[config.mk]
export PLATFORM = sky130hd
export DESIGN_NAME = gpio_bank_flat
export DESIGN_NICKNAME = d
export VERILOG_FILES = /design/src/rtl/gpio_bank_pkg.sv /design/src/rtl/gpio_bank_if.sv /design/src/rtl/gpio_sync.sv /design/src/rtl/gpio_bank.sv /design/src/flat_wrapper.sv
export SDC_FILE = /design/constraint.sdc
export NUM_CORES = 1
export LEC_CHECK = 0
export ABC_AREA = 1
export CAP_MARGIN = 20
export CORE_MARGIN = 8
export CORE_UTILIZATION = 68
export DETAILED_ROUTE_END_ITERATION = 16
export DONT_BUFFER_PORTS = 1
export PLACE_DENSITY = 0.84
export SETUP_SLACK_MARGIN = 0.02
export SLEW_MARGIN = 20
export SYNTH_ARGS = -nofsm -noshare
export SYNTH_HDL_FRONTEND = slang
export SYNTH_SLANG_ARGS = --single-unit
[constraint.sdc]
create_clock -name clk -period 2.85 [get_ports clk]
set_clock_uncertainty 0.1 [all_clocks]
set_input_delay 0.57 -clock clk [delete_from_list [all_inputs] [get_ports clk]]
set_output_delay 0.57 -clock clk [all_outputs]
set_load 0.02 [all_outputs]
[src/rtl/gpio_bank_pkg.sv]
// Shared constants for the GPIO bank: register offsets and address-width helper.
// Software headers mirror the same register offsets.
package gpio_bank_pkg;

  // Register offsets within a channel, selected by A[1:0]
  typedef enum logic [1:0] {
    REG_OUT   = 2'd0,
    REG_IN    = 2'd1,
    REG_IEN   = 2'd2,
    REG_ISTAT = 2'd3
  } gpio_reg_e;

  // Word-address width: two register-select bits plus channel-select bits, never below 3
  function automatic int calc_aw(input int nch);
    int aw;
    aw = 2 + $clog2(nch);
    return (aw < 3) ? 3 : aw;
  endfunction

endpackage

[src/rtl/gpio_bank_if.sv]
// Data-bus port of the GPIO bank.
// Bus semantics: there is no valid/ready pair. A write commits on the rising
// clk edge where WE=1 (the slave is always ready); RD is combinational from A
// and the current register state, so a read completes in the same cycle.
interface gpio_bank_if #(
  parameter int AW    = 3,
  parameter int WIDTH = 32
) ();
  logic [AW-1:0]    A;
  logic             WE;
  logic [WIDTH-1:0] WD;
  logic [WIDTH-1:0] RD;

  modport master (output A, output WE, output WD, input RD);
  modport slave  (input A, input WE, input WD, output RD);
endinterface

[src/rtl/gpio_sync.sv]
// Multi-flop input synchroniser for one WIDTH-bit channel.
module gpio_sync #(
  parameter int WIDTH       = 32,
  parameter int SYNC_STAGES = 2
) (
  input  logic             clk,
  input  logic             rst,
  input  logic [WIDTH-1:0] d,
  output logic [WIDTH-1:0] q
);

  logic [SYNC_STAGES-1:0][WIDTH-1:0] sync_q;

  // Shift the asynchronous input through the synchroniser chain
  always_ff @(posedge clk or negedge rst) begin
    if (!rst) begin
      sync_q <= '0;
    end else begin
      sync_q[0] <= d;
      for (int i = 1; i < SYNC_STAGES; i++) begin
        sync_q[i] <= sync_q[i-1];
      end
    end
  end

  assign q = sync_q[SYNC_STAGES-1];

endmodule

[src/rtl/gpio_bank.sv]
// Multi-channel memory-mapped GPIO: output registers, synchronised inputs,
// per-bit change detection with sticky W1C status and a combined level irq.
module gpio_bank
  import gpio_bank_pkg::*;
#(
  parameter int WIDTH       = 32,
  parameter int NCH         = 2,
  parameter int SYNC_STAGES = 2,
  parameter int AW          = calc_aw(NCH)
) (
  input  logic                 clk,
  input  logic                 rst,
  gpio_bank_if.slave           bus,
  input  logic [NCH*WIDTH-1:0] gpI,
  output logic [NCH*WIDTH-1:0] gpO,
  output logic                 irq
);

  localparam int CW = AW - 2;

  logic [CW-1:0]    ch_sel;
  gpio_reg_e        reg_sel;
  logic             ch_valid;
  logic [WIDTH-1:0] rd_w;
  logic [NCH-1:0]   irq_ch;

  logic [WIDTH-1:0] out_w   [NCH];
  logic [WIDTH-1:0] in_w    [NCH];
  logic [WIDTH-1:0] ien_w   [NCH];
  logic [WIDTH-1:0] istat_w [NCH];

  assign ch_sel   = bus.A[AW-1:2];
  assign reg_sel  = gpio_reg_e'(bus.A[1:0]);
  // Channel indices past NCH (non power-of-two NCH) decode to nothing
  assign ch_valid = (32'(ch_sel) < 32'(NCH));

  for (genvar c = 0; c < NCH; c++) begin : g_ch
    localparam logic [CW-1:0] CH_IDX = CW'(c);

    logic [WIDTH-1:0] out_q, out_d;
    logic [WIDTH-1:0] ien_q, ien_d;
    logic [WIDTH-1:0] istat_q, istat_d;
    logic [WIDTH-1:0] prev_q;
    logic [WIDTH-1:0] sync_w, change, clr_mask;
    logic             wr_sel;

    gpio_sync #(
      .WIDTH       (WIDTH),
      .SYNC_STAGES (SYNC_STAGES)
    ) u_sync (
      .clk (clk),
      .rst (rst),
      .d   (gpI[c*WIDTH +: WIDTH]),
      .q   (sync_w)
    );

    assign wr_sel = bus.WE && ch_valid && (ch_sel == CH_IDX);
    assign change = sync_w ^ prev_q;

    // Next-state for the channel registers; a new set beats a same-cycle W1C
    always_comb begin
      out_d    = out_q;
      ien_d    = ien_q;
      clr_mask = '0;
      if (wr_sel) begin
        case (reg_sel)
          REG_OUT:   out_d    = bus.WD;
          REG_IN:    ;
          REG_IEN:   ien_d    = bus.WD;
          REG_ISTAT: clr_mask = bus.WD;
          default:   ;
        endcase
      end
      istat_d = (istat_q & ~clr_mask) | (change & ien_q);
    end

    // Channel state; prev tracks the synchroniser output every cycle
    always_ff @(posedge clk or negedge rst) begin
      if (!rst) begin
        out_q   <= '0;
        ien_q   <= '0;
        istat_q <= '0;
        prev_q  <= '0;
      end else begin
        out_q   <= out_d;
        ien_q   <= ien_d;
        istat_q <= istat_d;
        prev_q  <= sync_w;
      end
    end

    assign out_w[c]   = out_q;
    assign in_w[c]    = sync_w;
    assign ien_w[c]   = ien_q;
    assign istat_w[c] = istat_q;
    assign irq_ch[c]  = |(istat_q & ien_q);
    assign gpO[c*WIDTH +: WIDTH] = out_q;
  end

  // Read mux: combinational from the pre-edge register state
  always_comb begin
    rd_w = '0;
    for (int c = 0; c < NCH; c++) begin
      if (ch_valid && (ch_sel == CW'(c))) begin
        case (reg_sel)
          REG_OUT:   rd_w = out_w[c];
          REG_IN:    rd_w = in_w[c];
          REG_IEN:   rd_w = ien_w[c];
          REG_ISTAT: rd_w = istat_w[c];
          default:   rd_w = '0;
        endcase
      end
    end
  end

  assign bus.RD = rd_w;
  assign irq    = |irq_ch;

endmodule

[src/flat_wrapper.sv]
// flat-port wrapper written by rule: the top's interface ports become plain ports
module gpio_bank_flat import gpio_bank_pkg::*;
#(
  parameter int WIDTH       = 32,
  parameter int NCH         = 2,
  parameter int SYNC_STAGES = 2,
  parameter int AW          = calc_aw(NCH)
)
  (clk, rst, gpI, gpO, irq, bus_A, bus_WE, bus_WD, bus_RD);
  gpio_bank_if #(.AW(AW), .WIDTH(WIDTH)) bus_i ();
  input  logic clk;
  input  logic rst;
  input  logic [NCH*WIDTH-1:0] gpI;
  output logic [NCH*WIDTH-1:0] gpO;
  output logic irq;
  input wire logic [$bits(bus_i.A)-1:0] bus_A;
  input wire logic [$bits(bus_i.WE)-1:0] bus_WE;
  input wire logic [$bits(bus_i.WD)-1:0] bus_WD;
  output wire logic [$bits(bus_i.RD)-1:0] bus_RD;
  assign bus_i.A = bus_A;
  assign bus_i.WE = bus_WE;
  assign bus_i.WD = bus_WD;
  assign bus_RD = bus_i.RD;
  gpio_bank #(.WIDTH(WIDTH), .NCH(NCH), .SYNC_STAGES(SYNC_STAGES), .AW(AW)) u_core (.clk(clk), .rst(rst), .bus(bus_i), .gpI(gpI), .gpO(gpO), .irq(irq));
endmodule
# Yosys cells after proc, flatten, opt, wreduce, memory -nomap -nowiden
# Index checks and enable logic that the tools add are counted.
[word_totals] input_bits=102 word_cells=42 regBits=384 out_inout_bits=97
[op_classes] bitwise=13 reduce_logical=8 muxes=6 n_eq_ne=3
[ops] op="$pmux 32 s4" count=2
[ops] op="$and 32x32->32" count=6
[ops] op="$mux 32" count=4
[ops] op="$not 32->32" count=2
[ops] op="$or 32x32->32" count=2
[ops] op="$reduce_or 64->1" count=1
[ops] op="$xor 32x32->32" count=2
[ops] op="$reduce_and 2->1" count=4
[ops] op="$eq 2x2->1 const B" count=2
[ops] op="$eq 2x1->1 const B" count=1
[ops] op="$logic_and 1x1->1" count=2
[ops] op="$logic_not 2->1" count=1
[ops] op="$not 1->1" count=1

# Longest topological paths before layout
# Gate-level depths: netlist of the first run.
[logic_depth] word_depth=6 ltp_mapped=8

# Hierarchy
# Synthesis of the first run repeated with hierarchy kept, for this count alone.
[hier_totals] hier_cells=1706 hier_area_um2=15497.4
[by_module_without_submodules] mod="gpio_bank" seq_area_each_um2=6406.1 cells_per_inst=1514 instances=1 area_per_inst_um2=11813.8
[by_module_without_submodules] mod="gpio_sync" seq_area_each_um2=1601.5 cells_per_inst=96 instances=2 area_per_inst_um2=1841.8

# Worst setup path before layout of the first run
# OpenSTA, ideal clock, no wires.
[synth_timing] path_type="in2out" from="input port bus_A[1]" to="output port bus_RD[13]" stages=7 n_path_buf=2 t_required_ns=2.180 arrival_time_ns=1.484 slack_ns=0.696 path_cell_list="nor2_1 buf_4 buf_2 nand2_1 nand4_1 nand2_1 nand2_1"
[synth_via] elab_chain_len=3
[synth_rtl] element="start, declared" line="flat_wrapper.sv:16" rtl="input wire logic [$bits(bus_i.A)-1:0] bus_A;"
[synth_rtl] element="$eq 2x2->1 (tied with other cells)" line="gpio_bank.sv:105" rtl="case (reg_sel)"
[synth_rtl] element="$pmux 32 s4" line="gpio_bank.sv:105"
[synth_rtl] element="$mux 32 (*)" line="gpio_bank.sv:104" rtl="if (ch_valid && (ch_sel == CW'(c))) begin"
[synth_rtl] element="end, declared" line="flat_wrapper.sv:19" rtl="output wire logic [$bits(bus_i.RD)-1:0] bus_RD;"
# Mark *: on every way between the ends. The rest lies on a longest branch, timed or not.

# Final worst setup path of the first run
[layout_timing] from="register u_core.g_ch[1].ien_q[3]" to="output port irq"
[layout_via] elab_chain_len=2
[layout_rtl] element="start, declared" line="gpio_bank.sv:41" rtl="logic [WIDTH-1:0] ien_q, ien_d;"
[layout_rtl] element="start signal, assigned" line="gpio_bank.sv:86" rtl="ien_q <= ien_d;"
[layout_rtl] element="$and 32x32->32" line="gpio_bank.sv:96" rtl="assign irq_ch[c] = |(istat_q & ien_q);"
[layout_rtl] element="$reduce_or 64->1" line="gpio_bank.sv:117" rtl="assign irq = |irq_ch;"
[layout_rtl] element="end, declared" line="flat_wrapper.sv:15" rtl="output logic irq;"
# No other way between the ends.

==> impl_metrics.toml, run 1 <==
[critical_path]
crit_top_cell = "nand2_1"
crit_chain = "nand2_1 -> nand2_1 -> inv_1 -> nand2_1 -> nor2_1 -> nand2_1 -> nor2_1 -> nand2_1"
worst_setup_path_start_kind = "register"
cp_slowest_stage_delay_ns = 0.41
slowest_stage = "dfrtp_1"
cp.buffers_inverters = 1
critPathRequiredTime_ns = 2.18
cp_top_family = "simple AND/OR/NAND/NOR gates"
end_kind = "output pin"
crit_fanout = 4
critical_path_arrival_ns = 1.84
critical_path_class = "register to output pin"

[cts]
cts_buffers = 39
clk_pin_slew_ns = 0.06
cts_tree = "yes"
max-clock-path-buffers = 3
insertion_delay_ns = 0.53
cts.sinks = 384
post_cts_buffers = 0
cts_resized = 0
cts_hold_buf = 64
h-tree-depth = 2
clockRootBuffer = "clkbuf_16"

[run]
drv_cap = 0

[timing]
finalCriticalPeriod_ns = 2.511
hold_viol_final = 384
maxSlewHeadroom_pct = 32.55
rsz0062_at_grt = "no"
setup_viol = 0
hold_ws_ns = -0.3494
fin_setup_tns_ns = 0
maxSlewViolCount = 0
setup_slack_ns = 0.3388
finalCritPeriodShare_pct = 88.11
max_freq_mhz = 398.2
worst_pin_slew_ns = 1.012

[layout]
area_delta_synth_final_pct = 14.33
fillers = 1341
final_area_mm2 = 0.01721
drive_gt1_share_pct = 5.101
fin_util_pct = 79.09
fin_nets = 1802
n_antenna_cell = 0

[floorplanning]
initial_utilization_pct = 69.17
dieArea_mm2 = 0.02715
dieWidth_um = 164.8
rows = 54
fp.dieH_um = 164.8
pin_count = 199
core_mm2 = 0.02176

[global_route]
grt_start_max_net_pins = 385
grt_pass1_vias = 12200
grtUsageTotal_pct = 29.56
antenna_found_initial = 0
grt_pass1_wl_mm = 62.87
grt-ovfl-total = 0

[synthesis]
syn_nets = 1747
synth-seq-cells = 384
ys_seq_area_share_pct = 63.85
synth_edf_count = 0
synth_common_cells = "nand2_1 (666), dfrtp_1 (384), o21ai_0 (316)"
netlist_instances = 1645
synthDominantCellAreaShare_pct = 63.85
yosysMostFrequentCell = "nand2_1"
avgSynthCellArea_um2 = 9.149
dominantRegCellSynth = "dfrtp_1"
ys_types = 18
ys_async_sr_fraction_pct = 100.0
yosys_warnings = 0
yosys.area.top_type = "dfrtp_1"
synth_area_leaders = "dfrtp_1 (64%), nand2_1 (17%), o21ai_0 (11%)"
syn-cell-area_mm2 = 0.01505

[detailed_routing]
drt_wl_total_mm = 39.77
dr.first_iter.drc_count = 1255
vias = 12090
vias_per_cell = 6.029
drtAntennaViolNets = 0
wire_per_inst_um = 19.84
drtPass1Iterations = 6
route.detailed.drc = 0

[place]
place_ws_ns = 0.4721
globalplace.congestion = 0.8856
io_buffer_count = 0
dpl.hpwl_mm = 23.69
placed_area_mm2 = 0.01526

[power_and_ir_drop]
ir_drop_mv = 0.8844
powerDensity_mw_per_mm2 = 784.2
cellLeakagePower_nw = 8.230

[outcome]
violations = "negative hold slack"
status = "finished, violations left"

[hold_path]
hp-class = "input pin to asynchronous set/reset pin"
[registers in the layout, indices dropped and copies added (netlist names)]
register                   cells
u_core.g_ch.ien_q             64
u_core.g_ch.istat_q           64
u_core.g_ch.u_sync.sync_q     64
u_core.g_ch.prev_q            64
u_core.g_ch.out_q             64
u_core.g_ch.u_sync.q          64
[final cells by class]
type | instances | area, um2 | area share (%)
clock buffer | 58 | 1177 | 6.843
clock inverter | 8 | 126.4 | 0.7344
inverter | 114 | 429.2 | 2.494
multi-input combinational | 1080 | 4671 | 27.15
sequential | 384 | 9609 | 55.85
tap | 280 | 350.3 | 2.036
timing repair buffer | 81 | 843.3 | 4.901
[cell families (layout without fill, tap and decap cells)]
logic type / count (synthesis) / in the layout / synth area share [%]
and+or+nand+nor: 760 / 760 / 20.26
buffers and inverters: 181 / 261 / 5.246
DFF: 384 / 384 / 63.85
AOI/OAI and AO/OA: 320 / 320 / 10.64
[where the power goes]
group,switching (W),internal (W)
combinational,0.000911,0.000541
sequential,0.000828,0.00608
clock,0.00201,0.00312
total,0.00375,0.00974
[stage by stage]
step                      total power, W  hold slack, ns  instances
final                            0.01349         -0.3494       2005
after global routing             0.01404         -0.3690       2005
after CTS                        0.01350         -0.3545       2005
after detailed placement        0.008314          0.1910       1875
after global placement          0.008214          0.1896       1875
after floorplan                 0.007817          0.1744       1645
[routing by layer]
| metal | vias to the layer above | track usage [%] | share of wire [%] |
|---|---|---|---|
| li1 | 5403 | - | - |
| met1 | 5836 | 36.28 | 37 |
| met2 | 712 | 48.99 | 48 |
| met3 | 138 | 7.527 | 11 |
| met4 | 0 | 13.19 | 3.9 |
| met5 | - | 0 | 0 |
[layout by cell type (no fill, tap or decap)]
cell / Yosys / layout
bufinv_16: 0 / 3
clkbuf_8: 0 / 13
clkbuf_1: 24 / 6
dlygate4sd3_1: 0 / 64
nand3_1: 5 / 5
inv_6: 0 / 3
nor2_4: 0 / 3
o21ai_0: 316 / 316
nand2_1: 666 / 666
buf_4: 7 / 11
nor2_1: 13 / 11
inv_1: 111 / 111
nand4_1: 70 / 70
clkbuf_16: 0 / 39
nand2_2: 5 / 5
buf_12: 0 / 6
inv_2: 2 / 2
dfrtp_1: 384 / 384
o21ai_1: 4 / 4
clkinv_2: 0 / 3
[path summary, 6_finish.rpt]
path | start | endpoint | slack (ns) | cells after the start
max | u_core.g_ch[1].ien_q[3]$_DFFE_PN0P_ | irq | 0.34 | 8
min | rst | u_core.g_ch[0].u_sync.q[8]$_DFF_PN0_ | -0.35 | 0
max reg2reg | u_core.g_ch[1].u_sync.q[2]$_DFF_PN0_ | u_core.g_ch[1].istat_q[2]$_DFF_PN0_ | 1.86 | 2
min reg2reg | u_core.g_ch[1].u_sync.sync_q[4]$_DFF_PN0_ | u_core.g_ch[1].u_sync.q[4]$_DFF_PN0_ | 0.24 | 0
max in group asynchronous | rst | u_core.g_ch[1].istat_q[6]$_DFF_PN0_ | 2.16 | 0
min in group clk | bus_WD[27] | u_core.g_ch[1].out_q[27]$_DFFE_PN0P_ | 0.15 | 2
(Power assumes the default switching activity.)
==> run 2, diff against run 1 <==
CORE_UTILIZATION = 63   (was 68)
CTS_CLUSTER_SIZE = 28   (was default)
PLACE_DENSITY = 0.79   (was 0.84)
clock period = 2.4 ns   (was 2.85 ns; I/O delays follow)
==> run 2 against run 1 <==
The run still ends with negative hold slack left. Clock power is 18% higher. Via count fell by 1.3%. Power grew 18%. First-iteration DRC count shrank 0.24%. Sequential power grew 19%. Critical path depth shrank 2. Worst hold slack worse by 0.090 ns. Final cell count rose by 2.2%. Combinational power increased by 19%. Final area increased by 0.50%. Largest power group unchanged.
==> impl_metrics.toml, run 2 (synthesis results as in run 1) <==
[place]
globalplace.congestion = 0.8303
placed_area_mm2 = 0.01531
dpl.hpwl_mm = 24.00
io_buffer_count = 0

[timing]
fin_setup_tns_ns = 0
finalCritPeriodShare_pct = 97.24
rsz0062_at_grt = "no"
hold_ws_ns = -0.4398
worst_pin_slew_ns = 0.5155
max_freq_mhz = 428.5
setup_viol = 0
finalCriticalPeriod_ns = 2.334
hold_viol_final = 384
maxSlewViolCount = 0
maxSlewHeadroom_pct = 65.64

[cts]
clockRootBuffer = "clkbuf_16"
h-tree-depth = 2
cts_tree = "yes"
post_cts_buffers = 0
insertion_delay_ns = 0.52
cts_hold_buf = 64
max-clock-path-buffers = 3
cts.sinks = 384
cts_buffers = 39
clk_pin_slew_ns = 0.06

[floorplanning]
dieWidth_um = 170.6
fp.dieH_um = 170.6
rows = 56
dieArea_mm2 = 0.02909
core_mm2 = 0.02347
initial_utilization_pct = 64.12
pin_count = 199

[global_route]
antenna_found_initial = 0
grt_pass1_vias = 11890
grt_start_max_net_pins = 385
grt-ovfl-total = 0
grtUsageTotal_pct = 27.64
grt_pass1_wl_mm = 62.93

[detailed_routing]
drtAntennaViolNets = 0
dr.first_iter.drc_count = 1252
vias_per_cell = 5.821
vias = 11930
drt_wl_total_mm = 39.92
drtPass1Iterations = 8
wire_per_inst_um = 19.47
route.detailed.drc = 0

[critical_path]
critPathRequiredTime_ns = 1.82
end_kind = "output pin"
crit_fanout = 4
critical_path_class = "register to output pin"
critical_path_arrival_ns = 1.75
worst_setup_path_start_kind = "register"

[power_and_ir_drop]
p_seq_share_pct = 51.4
swShare_pct = 27.87
cellLeakagePower_nw = 8.246
clkPwrFrac_pct = 37.7
intPower_w = 0.01152
p_switching_w = 0.004450
combPwrFrac_pct = 10.9
powerDensity_mw_per_mm2 = 923.4
ir_drop_mv = 0.7277

[layout]
final_area_mm2 = 0.01729
final_common_cell = "nand2_1"
drive_gt1_share_pct = 5.723
layout_common_cells = "nand2_1 (665), dfrtp_1 (384), o21ai_0 (316)"
fin_nets = 1804
area_delta_synth_final_pct = 14.91
fin_util_pct = 73.67

[run]
drv_cap = 0

[hold_path]
hp-class = "input pin to asynchronous set/reset pin"

[outcome]
violations = "negative hold slack"
status = "finished, violations left"
==> run 2: changes by cell type in the layout (fill, tap and decap cells not counted), moves of 2 or more <==
cell       change
nor2_1         -8
nor2_2         +6
clkbuf_1       +4
buf_4          +3
clkbuf_8       -3
clkinv_2       +3
inv_6          -3
clkbuf_16      +2
nor2_4         +2
==> run 2: final timing paths <==
path,start,end,slack (ns),cells past startpoint
worst max register to register,u_core.g_ch[0].u_sync.q[16]$_DFF_PN0_,u_core.g_ch[0].istat_q[16]$_DFF_PN0_,1.39,2
worst min register to register,u_core.g_ch[1].u_sync.sync_q[13]$_DFF_PN0_,u_core.g_ch[1].u_sync.q[13]$_DFF_PN0_,0.25,0
max in group asynchronous,rst,u_core.g_ch[1].out_q[18]$_DFFE_PN0P_,2.19,0
min in group clk,bus_WD[0],u_core.g_ch[0].ien_q[0]$_DFFE_PN0P_,0.07,2
worst min-delay path,rst,u_core.g_ch[0].istat_q[8]$_DFF_PN0_,-0.44,0
worst max-delay path,u_core.g_ch[0].ien_q[23]$_DFFE_PN0P_,irq,0.07,6
==> run 2: power groups by stage <==
stage	combinational (W)	clock [W]	sequential, W
after floorplan	0.00124	0	0.00804
after global placement	0.00151	0	0.00826
after detailed placement	0.00159	0	0.00829
after CTS	0.00170	0.00610	0.00819
after global routing	0.00198	0.00639	0.00830
final	0.00173	0.00603	0.00821
==> run 2: critical path: stages (launching register included) <==
cell     delay (ns)
dfrtp_1        0.42
nand2_1        0.11
nand4_1        0.18
nor2_2         0.21
nand2_1        0.09
nor2_2         0.13
nand2_4        0.09
==> run 2: cell type report <==
cell class / instances / area, um2
clock buffers: 61 / 1201
repair buffers: 83 / 845.8
diodes: 1 / 2.502
well taps: 319 / 399.1
inverters: 114 / 429.2
clock inverters: 8 / 92.59
fillers: 1622 / 6180
multi-input cells: 1080 / 4713
flip-flops and latches: 384 / 9609
==> run 2: layer usage <==
metal / share of wire (%) / vias up / global-route usage, %
met5: 0 / - / 0
met4: 3.3 / 0 / 11.71
met3: 10 / 112 / 8.066
met2: 48 / 596 / 44.73
met1: 38 / 5805 / 34.52
li1: - / 5421 / -
==> run 2: repair_timing <==
action,in CTS,in global routing
setup endpoints to repair,1,1
gates resized for setup,6,7
pin swaps,0,1
hold endpoints to repair,448,384
==> run 2: per-stage QoR <==
step	total power (W)	setup slack, ns	instances
finish	0.01597	0.06620	2050
global placement	0.009767	0.4083	1916
global route	0.01667	0.02016	2049
detailed placement	0.009880	0.3855	1916
floorplan	0.009282	0.4262	1645
CTS	0.01599	0.02168	2049
==> run 3, diff against run 2 <==
CORE_UTILIZATION = 55   (was 63)
PLACE_DENSITY = 0.7   (was 0.79)
==> run 3 against run 2 <==
The flow still finishes with violations (negative hold slack). Sequential power about the same. Largest power group unchanged. Critical endpoint unchanged. First-iteration DRC count up 1.8%. Maximum frequency up 1.1%. Critical path type unchanged. Final cell count up 1.4%.
==> impl_metrics.toml, run 3 (synthesis results as in run 1) <==
[outcome]
status = "finished, violations left"
violations = "negative hold slack"

[timing]
worst_pin_slew_ns = 0.6989
hold_ws_ns = -0.4322
finalCritPeriodShare_pct = 96.14
setup_slack_ns = 0.09265
hold_viol_final = 384
rsz0062_at_grt = "no"
maxSlewHeadroom_pct = 53.40
fin_setup_tns_ns = 0
maxSlewViolCount = 0
setup_viol = 0
max_freq_mhz = 433.4
finalCriticalPeriod_ns = 2.307

[power_and_ir_drop]
intPower_w = 0.01155
p_seq_share_pct = 51.2
p_switching_w = 0.004448
combPwrFrac_pct = 11.0
ir_drop_mv = 0.7627
clkPwrFrac_pct = 37.8
powerDensity_mw_per_mm2 = 917.9
swShare_pct = 27.79
cellLeakagePower_nw = 8.312

[detailed_routing]
dr.first_iter.drc_count = 1274
drtAntennaViolNets = 0
vias_per_cell = 5.574
drt_wl_total_mm = 39.95
vias = 11580
drtPass1Iterations = 7
route.detailed.drc = 0
wire_per_inst_um = 19.22

[floorplanning]
dieWidth_um = 181.4
fp.dieH_um = 181.4
pin_count = 199
rows = 60
dieArea_mm2 = 0.03291
core_mm2 = 0.02688
initial_utilization_pct = 56.00

[global_route]
grt_pass1_wl_mm = 63.57
grtUsageTotal_pct = 24.28
grt_start_max_net_pins = 385
antenna_found_initial = 0
grt_pass1_vias = 11580
grt-ovfl-total = 0

[cts]
clk_pin_slew_ns = 0.06
h-tree-depth = 2
cts_hold_buf = 64
clockRootBuffer = "clkbuf_16"
cts.sinks = 384
cts_buffers = 41
cts_tree = "yes"
insertion_delay_ns = 0.53
max-clock-path-buffers = 3

[layout]
fin_cells = 2078
fin_nets = 1816
layout_common_cells = "nand2_1 (663), dfrtp_1 (384), o21ai_0 (316)"
final_common_cell = "nand2_1"
area_delta_synth_final_pct = 15.85
fin_util_pct = 64.87
n_antenna_cell = 0
drive_gt1_share_pct = 6.390

[place]
dpl.hpwl_mm = 24.54
globalplace.congestion = 0.8482
place_ws_ns = 0.3432
io_buffer_count = 0
dpl.cell_count = 1940

[critical_path]
rrSetupSlack_ns = 1.41
crit_path_start = "u_core.g_ch[0].ien_q[21]$_DFFE_PN0P_"
worst_setup_path_start_kind = "register"
r2r_end = "u_core.g_ch[1].istat_q[12]$_DFF_PN0_"
crit_fanout = 4
critPathRequiredTime_ns = 1.82
reg2reg_depth = 3
end_kind = "output pin"
r2r_start = "u_core.g_ch[1].u_sync.q[12]$_DFF_PN0_"
critical_path_arrival_ns = 1.73
critical_path_class = "register to output pin"

[run]
drv_cap = 0

[hold_path]
hp-class = "input pin to asynchronous set/reset pin"
[run 3: through the flow]
| step | cell area (um2) | hold WS (ns) | power (W) |
|---|---|---|---|
| after CTS | 17350 | -0.4490 | 0.01605 |
| after floorplan | 15050 | 0.08441 | 0.009282 |
| after detailed placement | 15400 | 0.1027 | 0.009910 |
| after global placement | 15400 | 0.1013 | 0.009824 |
| final | 17430 | -0.4322 | 0.01600 |
| after global routing | 17430 | -0.4541 | 0.01675 |
[run 3: area by class of cell]
type                            instances  area (um2)
Timing Repair Buffer                   93       958.4
Sequential cell                       384        9609
Tap cell                              341       426.7
Inverter                              114       429.2
Clock buffer                           62        1245
Clock inverter                          4       45.04
Multi-Input combinational cell       1080        4721
Fill cell                            2145        9442
[run 3: routing by layer]
layer  GRT usage, %  wire length (um)  share of wire, %
met1          30.85             16500                41
met2          39.44             18840                47
met3          6.028              3135               7.8
met4          10.20              1481               3.7
met5              0                 0                 0
[run 3: power by group through the flow]
stage          sequential [W]  combinational [W]  clock [W]
2_1_floorplan         0.00804            0.00124          0
3_3_place_gp          0.00828            0.00154          0
3_5_place_dp          0.00830            0.00161          0
4_1_cts               0.00820            0.00171    0.00614
5_1_grt               0.00831            0.00203    0.00641
6_report              0.00820            0.00176    0.00604
[run 3: critical path: stages (launching register included)]
cell	delay (ns)
dfrtp_1	0.41
nand2_1	0.09
nand4_1	0.19
nor2_2	0.21
nand2_1	0.08
nor2_2	0.12
nand2_4	0.09
[run 3: how the worst max path moves through the flow]
stage                            end  cells after the start
after global placement     bus_RD[0]                      6
after detailed placement  bus_RD[10]                      6
after floorplan           bus_RD[13]                      7
after global routing             irq                      8
final                            irq                      6
after CTS                        irq                      6
[run 3: repair_timing]
item	CTS	global route
endpoints found under the hold margin	448	384
resized for setup	9	5
pin swaps	2	3
setup buffers	0	8
setup endpoints to repair	1	1
